$ cat src/rtl/mem_access_unit.sv
// Purpose : CPU load/store initiator for a single-port word memory.
//           Handles byte/half/word accesses, performs sub-word stores as a
//           read-modify-write, and flags misaligned or illegal-size requests.
// Latency : done_o in cycle 1 (error), 2 (word store), 3 (load),
//           4 (byte/half store), counted from the accepting edge.
// Backpr. : a request is taken only in IDLE; req_i is ignored while busy_o=1.
// Ports   : clk_i/rst_n_i   clock, async active-low reset
//           req_i..wdata_i  CPU-side request (captured on acceptance)
//           busy_o, done_o, err_o, rdata_o  CPU-side status/result
//           mem_*           memory-side address, strobes and data
module mem_access_unit #(
    parameter int WIDTH = 32
) (
    input  logic             clk_i,
    input  logic             rst_n_i,
    input  logic             req_i,
    input  logic             wr_i,
    input  logic [1:0]       size_i,
    input  logic             sign_i,
    input  logic [WIDTH-1:0] addr_i,
    input  logic [WIDTH-1:0] wdata_i,
    output logic             busy_o,
    output logic             done_o,
    output logic             err_o,
    output logic [WIDTH-1:0] rdata_o,
    output logic [WIDTH-1:0] mem_addr_o,
    output logic             mem_cs_o,
    output logic             mem_we_o,
    output logic [WIDTH-1:0] mem_data_o,
    input  logic [WIDTH-1:0] mem_data_i
);

    typedef enum logic [2:0] {
        IDLE = 3'd0,
        RD   = 3'd1,
        RCAP = 3'd2,
        WR   = 3'd3,
        DONE = 3'd4
    } state_t;

    state_t           state_q, state_d;
    logic             wr_q;
    logic [1:0]       size_q;
    logic             sign_q;
    logic [WIDTH-1:0] addr_q;
    logic [WIDTH-1:0] wdata_q;
    logic             err_q;
    logic [WIDTH-1:0] rdata_q;
    logic [WIDTH-1:0] mem_data_q;

    logic             accept;
    logic             misaligned;
    logic             word_store;
    logic [4:0]       lane_shamt;
    logic [WIDTH-1:0] rd_shifted;
    logic [WIDTH-1:0] load_val;
    logic [WIDTH-1:0] lane_mask;
    logic [WIDTH-1:0] merged;

    assign accept     = (state_q == IDLE) && req_i;
    assign misaligned = (size_i == 2'b11)
                     || ((size_i == 2'b01) && addr_i[0])
                     || ((size_i == 2'b10) && (addr_i[1:0] != 2'b00));
    // Full-word stores skip the read phase; nothing else needs the old word.
    assign word_store = wr_i && (size_i == 2'b10);

    // Lane position in bits; for an aligned half addr_q[0] is 0, so this is 0 or 16.
    assign lane_shamt = {addr_q[1:0], 3'b000};
    assign rd_shifted = mem_data_i >> lane_shamt;

    always_comb begin
        load_val  = mem_data_i;
        lane_mask = '0;
        case (size_q)
            2'b00: begin
                load_val  = {{24{sign_q & rd_shifted[7]}}, rd_shifted[7:0]};
                lane_mask = 32'h0000_00FF << lane_shamt;
            end
            2'b01: begin
                load_val  = {{16{sign_q & rd_shifted[15]}}, rd_shifted[15:0]};
                lane_mask = 32'h0000_FFFF << lane_shamt;
            end
            default: begin
                load_val  = mem_data_i;
                lane_mask = '1;
            end
        endcase
    end

    // Read-modify-write: addressed lane comes from the store data, others from memory.
    assign merged = (mem_data_i & ~lane_mask) | ((wdata_q << lane_shamt) & lane_mask);

    always_ff @(posedge clk_i or negedge rst_n_i) begin
        if (!rst_n_i) begin
            state_q <= IDLE;
        end else begin
            state_q <= state_d;
        end
    end

    always_comb begin
        state_d  = state_q;
        busy_o   = 1'b1;
        done_o   = 1'b0;
        err_o    = 1'b0;
        mem_cs_o = 1'b0;
        mem_we_o = 1'b0;
        case (state_q)
            IDLE: begin
                busy_o = 1'b0;
                if (req_i) begin
                    if (misaligned) begin
                        state_d = DONE;
                    end else if (word_store) begin
                        state_d = WR;
                    end else begin
                        state_d = RD;
                    end
                end
            end
            RD: begin
                mem_cs_o = 1'b1;
                state_d  = RCAP;
            end
            RCAP: begin
                state_d = wr_q ? WR : DONE;
            end
            WR: begin
                mem_we_o = 1'b1;
                state_d  = DONE;
            end
            DONE: begin
                done_o  = 1'b1;
                err_o   = err_q;
                state_d = IDLE;
            end
            default: begin
                state_d = IDLE;
            end
        endcase
    end

    always_ff @(posedge clk_i or negedge rst_n_i) begin
        if (!rst_n_i) begin
            wr_q       <= 1'b0;
            size_q     <= 2'b00;
            sign_q     <= 1'b0;
            addr_q     <= '0;
            wdata_q    <= '0;
            err_q      <= 1'b0;
            rdata_q    <= '0;
            mem_data_q <= '0;
        end else begin
            if (accept) begin
                wr_q    <= wr_i;
                size_q  <= size_i;
                sign_q  <= sign_i;
                addr_q  <= addr_i;
                wdata_q <= wdata_i;
                err_q   <= misaligned;
                if (word_store && !misaligned) begin
                    mem_data_q <= wdata_i;
                end
            end
            // Memory data is valid during RCAP; sample it on the way out.
            if (state_q == RCAP) begin
                if (wr_q) begin
                    mem_data_q <= merged;
                end else begin
                    rdata_q <= load_val;
                end
            end
        end
    end

    assign rdata_o    = rdata_q;
    assign mem_data_o = mem_data_q;
    assign mem_addr_o = (state_q == IDLE) ? '0 : {addr_q[WIDTH-1:2], 2'b00};

endmodule

$ cat config.mk
export PLATFORM = sky130hd
export DESIGN_NAME = mem_access_unit
export DESIGN_NICKNAME = d
export VERILOG_FILES = /design/src/rtl/mem_access_unit.sv
export SDC_FILE = /design/constraint.sdc
export NUM_CORES = 1
export LEC_CHECK = 0
export ABC_AREA = 1
export BUFFER_PORTS_ARGS = -buffer_cell sky130_fd_sc_hd__buf_2
export CAP_MARGIN = 10
export CORE_ASPECT_RATIO = 1.4
export CORE_MARGIN = 8
export CORE_UTILIZATION = 35
export DETAILED_ROUTE_END_ITERATION = 10
export GPL_TIMING_DRIVEN = 0
export HOLD_SLACK_MARGIN = 0.1
export SETUP_SLACK_MARGIN = 0.4
export SYNTH_ARGS = -nofsm -noshare
export SYNTH_HDL_FRONTEND = slang
export SYNTH_SLANG_ARGS = --single-unit
$ cat constraint.sdc
create_clock -name clk_i -period 1.7 [get_ports clk_i]
set_clock_uncertainty 0.1 [all_clocks]
set_input_delay 0.085 -clock clk_i [delete_from_list [all_inputs] [get_ports clk_i]]
set_output_delay 0.085 -clock clk_i [all_outputs]
set_load 0.01 [all_outputs]
==> results.json, run 1 <==
{
  "cp_common_cell": "buf_6",
  "critical_path.slowest_cell": "dfrtp_1",
  "clk_latency_ns": 0.44,
  "num_vias": 8813,
  "synth_ff_type": "dfrtp_1",
  "postSynthAreaPerCell_um2": 7.10,
  "synth_area_um2": 7510,
  "regArea_um2": 3410,
  "yosysSeqAreaShare_pct": 45.3,
  "power.total_mw": 24.7,
  "crit_arrival_ns": 2.04,
  "slowest_delay_ns": 0.43,
  "crit_type": "reg -> reg",
  "drt-vias-per-instance": 5.10,
  "wl_um": 32900,
  "violations": "setup timing",
  "hold_path_class": "in -> async",
  "crit_path_start_kind": "register",
  "final_max_slew_viol_count": 0,
  "cts_made_buffers": 17,
  "rsz0062_at_grt": "true",
  "cts_buffer_depth": 2,
  "setup_slack_ns": -0.116,
  "cts-root-buf": "clkbuf_16",
  "grt_antenna_before_repair": 2,
  "synth_seq_cells": 136,
  "syn_to_final_growth_pct": 69.3,
  "switching_share_pct": 45.2,
  "antenna_left": 0,
  "routedWlPerCell_um": 19.1,
  "clk_pin_slew_ns": 0.07,
  "yosysTopAreaCellShare_pct": 45.3,
  "grt_overflow": 0,
  "combPwrFrac_pct": 61.0,
  "start_util_pct": 35.5,
  "htree_levels": 4,
  "crit_path_end_kind": "register",
  "netlist_instances": 1057,
  "grt_pass1_wl_um": 49300,
  "synth-async-reset-ratio_pct": 100,
  "drive_gt1_share_pct": 38.7,
  "synth.distinct_cells": 34,
  "slew_headroom_pct": 54.9,
  "p_seq_share_pct": 23.9,
  "synth_common_cells": "365 x nand2_1, 136 x dfrtp_1, 113 x nor2_1",
  "fill_cells": 1861,
  "drv_cap": 0,
  "place_congestion": 0.941,
  "grt_max_degree": 70,
  "drc": 0,
  "hold_viol_final": 0,
  "grt_pass1_vias": 8999,
  "core_region_area_um2": 21100,
  "port_buffers": 201,
  "die_x_um": 140,
  "cts_tree": "yes",
  "pwr-share-clk_pct": 15.2,
  "path_max_fanout": 5,
  "period_needed_ns": 1.82,
  "fin_area_um2": 12700,
  "synth.yosys.warnings": 0,
  "dieHeight_um": 189,
  "path_cells": "inv_2 -> buf_6 -> nand3_4 -> nor2_8 -> buf_4 -> buf_6 -> buf_8 -> mux2_4",
  "power_per_cell_area_nw_per_um2": 1950,
  "synth-edff-count": 0,
  "multi_input_area_um2": 4200,
  "dr.first_iter.drc_count": 656,
  "synth_area_leader_cell": "dfrtp_1",
  "p_switching_mw": 11.2,
  "clkSinkCount": 136,
  "die_area_um2": 26500,
  "post-dp-hpwl_um": 22400,
  "first_pass_iters": 6,
  "peakVddDrop_v": 0.000946,
  "rows": 63,
  "setup_viol": 127,
  "pin_count": 204,
  "place_area_um2": 9190,
  "grtUsageTotal_pct": 24.1,
  "regToRegSetupSlack_ns": -0.12,
  "nets": 1557,
  "cellLeakagePower_nw": 6.45,
  "worst_pin_slew_ns": 0.677,
  "p_int_mw": 13.5,
  "status": "complete, but fails checks",
  "fin_crit_sh_pct": 107,
  "worst_ep_required_time_ns": 1.93,
  "ys_top_cells_by_area": "dfrtp_1 45%, nand2_1 18%, o21ai_0 6.0%",
  "fmax_ghz": 0.551,
  "yosys.cell_count.top_type": "nand2_1"
}
==> cell type report <==
cell class / instances / area share [%]
multi-input combinational: 749 / 33.0
sequential: 136 / 26.8
timing repair buffer: 377 / 24.1
buffer: 60 / 5.47
inverter: 113 / 3.48
clock buffer: 17 / 3.35
tap: 260 / 2.56
clock inverter: 15 / 1.16
antenna: 2 / 0.0394
==> power by group through the flow <==
| stage | sequential (mW) | clock, mW | combinational [mW] |
|---|---|---|---|
| floorplan | 5.95 | 0 | 6.60 |
| global route | 6.07 | 3.89 | 16.3 |
| finish | 5.90 | 3.75 | 15.1 |
| global placement | 5.77 | 0 | 10.4 |
| CTS | 5.82 | 3.77 | 13.0 |
| detailed placement | 5.80 | 0 | 10.5 |
==> layout by cell type (no fill, tap or decap), drive strengths merged <==
cell,n
nor3b,1
nand3,66
nand4,8
or2,17
nor3,4
clkinvlp,1
dfrtp,136
mux2,5
o21ai,93
clkbuf,31
inv,123
a31oi,1
nand2,368
a211oi,8
dlygate4sd3,106
clkinv,4
buf,317
a21oi,35
nor2,121
conb,2
o211ai,18
o21bai,2
diode,2
==> per-stage QoR <==
stage | hold slack [ns] | setup TNS (ns) | util, % | setup WS, ns | cells
4_1_cts | 0.102 | -0.756 | 55.9 | -0.0306 | 1694
6_report | 0.109 | -6.92 | 60.2 | -0.116 | 1729
5_1_grt | 0.141 | -15.21 | 60.2 | -0.201 | 1729
3_3_place_gp | 0.190 | -226.46 | 43.3 | -1.89 | 1519
2_1_floorplan | -0.311 | 0 | - | 0.198 | 1058
3_5_place_dp | 0.0374 | -6.77 | 43.5 | -0.220 | 1520
==> final timing paths <==
| kind | from | to | cells past startpoint |
|---|---|---|---|
| worst max-delay path | state_q[1]$_DFFE_PN0P_ | wdata_q[20]$_DFFE_PN0N_ | 8 |
| min in group clk_i | wr_i | mem_data_o[23]$_DFF_PN0_ | 7 |
| worst max register to register | state_q[1]$_DFFE_PN0P_ | wdata_q[20]$_DFFE_PN0N_ | 8 |
| worst min-delay path | rst_n_i | addr_q[15]$_DFFE_PN0N_ | 2 |
| max in group asynchronous | rst_n_i | addr_q[0]$_DFFE_PN0N_ | 3 |
| worst min register to register | rdata_o[13]$_DFFE_PN0P_ | rdata_o[13]$_DFFE_PN0P_ | 2 |
==> sequential cells by signal (all words and copies together) (netlist names), 2 cells and up <==
register and cells:
addr_q 32, mem_data_o 32, rdata_o 32, wdata_q 32, state_q 3, size_q 2
==> metal layers <==
layer / wire, um / track usage, % / up-vias
met2: 17100 / 42.4 / 355
met1: 12400 / 26.8 / 4232
met4: 1620 / 13.3 / 0
met3: 1850 / 4.94 / 100
li1: - / - / 4126
met5: 0 / 0 / -
==> worst max-delay path, delay by kind of cell (launching register included) <==
kind	cells	cell delay (ns)
buffers and inverters	5	0.59
flip-flops	1	0.43
multiplexers	1	0.29
AND/OR/NAND/NOR	2	0.28
==> logic make-up (layout without fill, tap and decap cells) <==
kind of cell           count (synthesis)  after routing  share of synthesized area [%]
other                                  1              4                         0.0500
flip-flops                           136            136                           45.3
multiplexers                           5              5                          0.750
AO/OA/AOI/OAI                        157            157                           11.4
buffers and inverters                173            582                           9.73
AND/OR/NAND/NOR                      585            585                           32.7
==> repair_timing <==
item | in CTS | in global routing
endpoints found under the setup margin | 171 | 171
pin swaps | 33 | 35
hold buffers | 106 | 0
hold endpoints to repair | 241 | 0
gates cloned | 9 | 9
setup buffers | 27 | 24
resized for setup | 192 | 170
Note: power is estimated with default switching activity, not from simulation.
==> run 2: changes to the inputs <==
--- a/config.mk
+++ b/config.mk
@@ -5,16 +5,19 @@
 export SDC_FILE = /design/constraint.sdc
 export NUM_CORES = 1
 export LEC_CHECK = 0
-export ABC_AREA = 1
 export BUFFER_PORTS_ARGS = -buffer_cell sky130_fd_sc_hd__buf_2
 export CAP_MARGIN = 10
+export CELL_PAD_IN_SITES_DETAIL_PLACEMENT = 1
+export CELL_PAD_IN_SITES_GLOBAL_PLACEMENT = 2
 export CORE_ASPECT_RATIO = 1.4
 export CORE_MARGIN = 8
-export CORE_UTILIZATION = 35
+export CORE_UTILIZATION = 28
 export DETAILED_ROUTE_END_ITERATION = 10
 export GPL_TIMING_DRIVEN = 0
 export HOLD_SLACK_MARGIN = 0.1
+export PLACE_DENSITY_LB_ADDON = 0.1
 export SETUP_SLACK_MARGIN = 0.4
 export SYNTH_ARGS = -nofsm -noshare
 export SYNTH_HDL_FRONTEND = slang
 export SYNTH_SLANG_ARGS = --single-unit
+export TNS_END_PERCENT = 50
==> run 2 against run 1 <==
  * The flow still finishes with violations (setup timing)
  * Non-clock buffer count fell by 20
  * Wire length fell by 1.0%
  * Sequential power rose by 2%
  * Cell count fell by 12%
  * Clock power rose by 1%
  * Critical path type unchanged
  * Global-route usage fell by 3.1 points
==> results.json, run 2 <==
{
  "core_region_area_um2": 25200,
  "violations": "setup timing",
  "worst_pin_slew_ns": 0.561,
  "synth.distinct_cells": 46,
  "synth_ff_type": "dfrtp_1",
  "yosysTopAreaCellShare_pct": 47.9,
  "cellLeakagePower_nw": 6.01,
  "crit_path_end_kind": "register",
  "grt_overflow": 0,
  "clk_latency_ns": 0.44,
  "pre_cts_ws_ns": -0.666,
  "setup_slack_ns": -0.221,
  "grt_pass1_vias": 8182,
  "clk_pin_slew_ns": 0.06,
  "grt_pass1_wl_um": 48800,
  "reg2regPathDepth": 7,
  "dieHeight_um": 204,
  "fmax_ghz": 0.520,
  "nets": 1286,
  "drv_cap": 0,
  "cts_tree": "yes",
  "cts_buffer_depth": 2,
  "yosysSeqAreaShare_pct": 47.9,
  "power.total_mw": 22.1,
  "rows": 69,
  "start_util_pct": 28.2,
  "cts-root-buf": "clkbuf_16",
  "p_switching_mw": 9.21,
  "routedWlPerCell_um": 21.5,
  "hold_viol_final": 0,
  "hold_path_class": "in -> async",
  "die_x_um": 151,
  "postSynthAreaPerCell_um2": 8.82,
  "dr.first_iter.drc_count": 249,
  "first_pass_iters": 4,
  "wl_um": 32600,
  "final_common_cell": "nand2_1",
  "setup_viol": 154,
  "combPwrFrac_pct": 55.6,
  "synth-edff-count": 0,
  "slew_headroom_pct": 62.6,
  "p_int_mw": 12.9,
  "switching_share_pct": 41.7,
  "crit_type": "reg -> reg",
  "synth_common_cells": "276 x nand2_1, 136 x dfrtp_1, 57 x mux2i_1",
  "drt-vias-per-instance": 4.83,
  "power_per_cell_area_nw_per_um2": 1830,
  "drive_gt1_share_pct": 43.1,
  "path_max_fanout": 6,
  "timing.hold.ws_ns": 0.0596,
  "yosys.cell_count.top_type": "nand2_1",
  "synth.yosys.warnings": 0,
  "fin_crit_sh_pct": 113,
  "antennaDiodeCount": 0,
  "post-dp-hpwl_um": 22700,
  "netlist_instances": 806,
  "worst_ep_required_time_ns": 1.97,
  "antenna_left": 0,
  "status": "complete, but fails checks",
  "place_area_um2": 8610,
  "syn_to_final_growth_pct": 70.1,
  "grt_antenna_before_repair": 0,
  "period_needed_ns": 1.92,
  "ys_top_cells_by_area": "dfrtp_1 48%, nand2_1 15%, mux2i_1 8.0%",
  "place_congestion": 0.764,
  "rsz0062_at_grt": "true",
  "pin_count": 204,
  "final_cell_mix": "218 x nand2_1, 189 x buf_2, 134 x dfrtp_1",
  "num_vias": 7319,
  "synth-async-reset-ratio_pct": 100,
  "pwr-share-clk_pct": 17.2,
  "grtUsageTotal_pct": 21.0,
  "port_buffers": 201,
  "peakVddDrop_v": 0.000934,
  "fin_area_um2": 12100,
  "crit_path_start_kind": "register",
  "grt_max_degree": 77,
  "cts_made_buffers": 17,
  "drc": 0,
  "p_seq_share_pct": 27.2,
  "synth_seq_cells": 136,
  "crit_arrival_ns": 2.20,
  "synth_area_leader_cell": "dfrtp_1",
  "htree_levels": 4,
  "die_area_um2": 30800,
  "fill_cells": 2878,
  "synth_area_um2": 7110,
  "final_util_pct": 47.9,
  "clkSinkCount": 136,
  "final_max_slew_viol_count": 0
}
-- run 2: final cells by class --
| cell class | instances | area [um2] | share of cell area, % |
|---|---|---|---|
| well taps | 319 | 399 | 3.30 |
| multi-input cells | 600 | 4130 | 34.2 |
| plain buffers | 60 | 683 | 5.65 |
| clock buffers | 23 | 488 | 4.04 |
| flip-flops and latches | 136 | 3410 | 28.2 |
| repair buffers | 357 | 2840 | 23.5 |
| inverters | 11 | 43.8 | 0.362 |
| clock inverters | 8 | 95.1 | 0.787 |
-- run 2: power by group through the flow --
stage / combinational [mW] / sequential (mW) / clock (mW)
final: 12.3 / 6.01 / 3.80
after global routing: 13.3 / 6.20 / 4.01
after CTS: 10.6 / 5.93 / 3.88
after detailed placement: 8.75 / 5.94 / 0
after global placement: 8.68 / 5.90 / 0
after floorplan: 5.20 / 5.88 / 0
-- run 2: worst max-delay path, stage by stage, from the launching register on --
cell and delay [ns]:
dfrtp_1 0.37, buf_6 0.14, or4b_4 0.55, buf_12 0.17, nor2_4 0.12, nand4_4 0.14
clkbuf_16 0.21, nand3_2 0.05
-- run 2: final timing paths --
check                                            start                       to  slack, ns
worst max-delay path            state_q[2]$_DFFE_PN0P_  rdata_o[23]$_DFFE_PN0P_      -0.22
worst max register to register  state_q[2]$_DFFE_PN0P_  rdata_o[23]$_DFFE_PN0P_      -0.22
min in group clk_i                      mem_data_i[23]  rdata_o[15]$_DFFE_PN0P_       0.15
max in group asynchronous                      rst_n_i         wr_q$_DFFE_PN0N_       0.55
worst min register to register  addr_q[10]$_DFFE_PN0N_   addr_q[10]$_DFFE_PN0N_       0.37
worst min-delay path                           rst_n_i  rdata_o[28]$_DFFE_PN0P_       0.06
-- run 2: timing repair --
item                                   in CTS  in global routing
pin swaps                                  30                 64
hold buffers                              103                  0
setup endpoints to repair                 170                206
cloned                                      5                  5
buffers inserted                           24                 18
endpoints found under the hold margin     202                  0
gates resized for setup                   141                218
-- run 2: kinds of logic (layout without fill, tap and decap cells) --
family	after synthesis	in the layout	synth area share, %
compound gates	117	117	11.5
buf+inv	71	459	4.63
flops	136	136	47.9
mux	66	66	9.61
other cells	1	2	0.0528
simple gates	415	415	26.3
-- run 2: per-stage QoR --
stage | TNS (ns) | instances
floorplan | -0.376 | 807
detailed placement | -63.87 | 1328
global placement | -311.82 | 1327
CTS | -15.89 | 1491
finish | -18.80 | 1514
global route | -28.35 | 1514
-- run 2: layer usage --
| layer | GRT usage, % | up-vias | share of wire [%] |
|---|---|---|---|
| met1 | 23.6 | 3613 | 39 |
| met2 | 37.5 | 184 | 53 |
| met5 | 0 | - | 0 |
| met3 | 4.47 | 40 | 4.9 |
| met4 | 9.04 | 0 | 3.0 |
| li1 | - | 3482 | - |
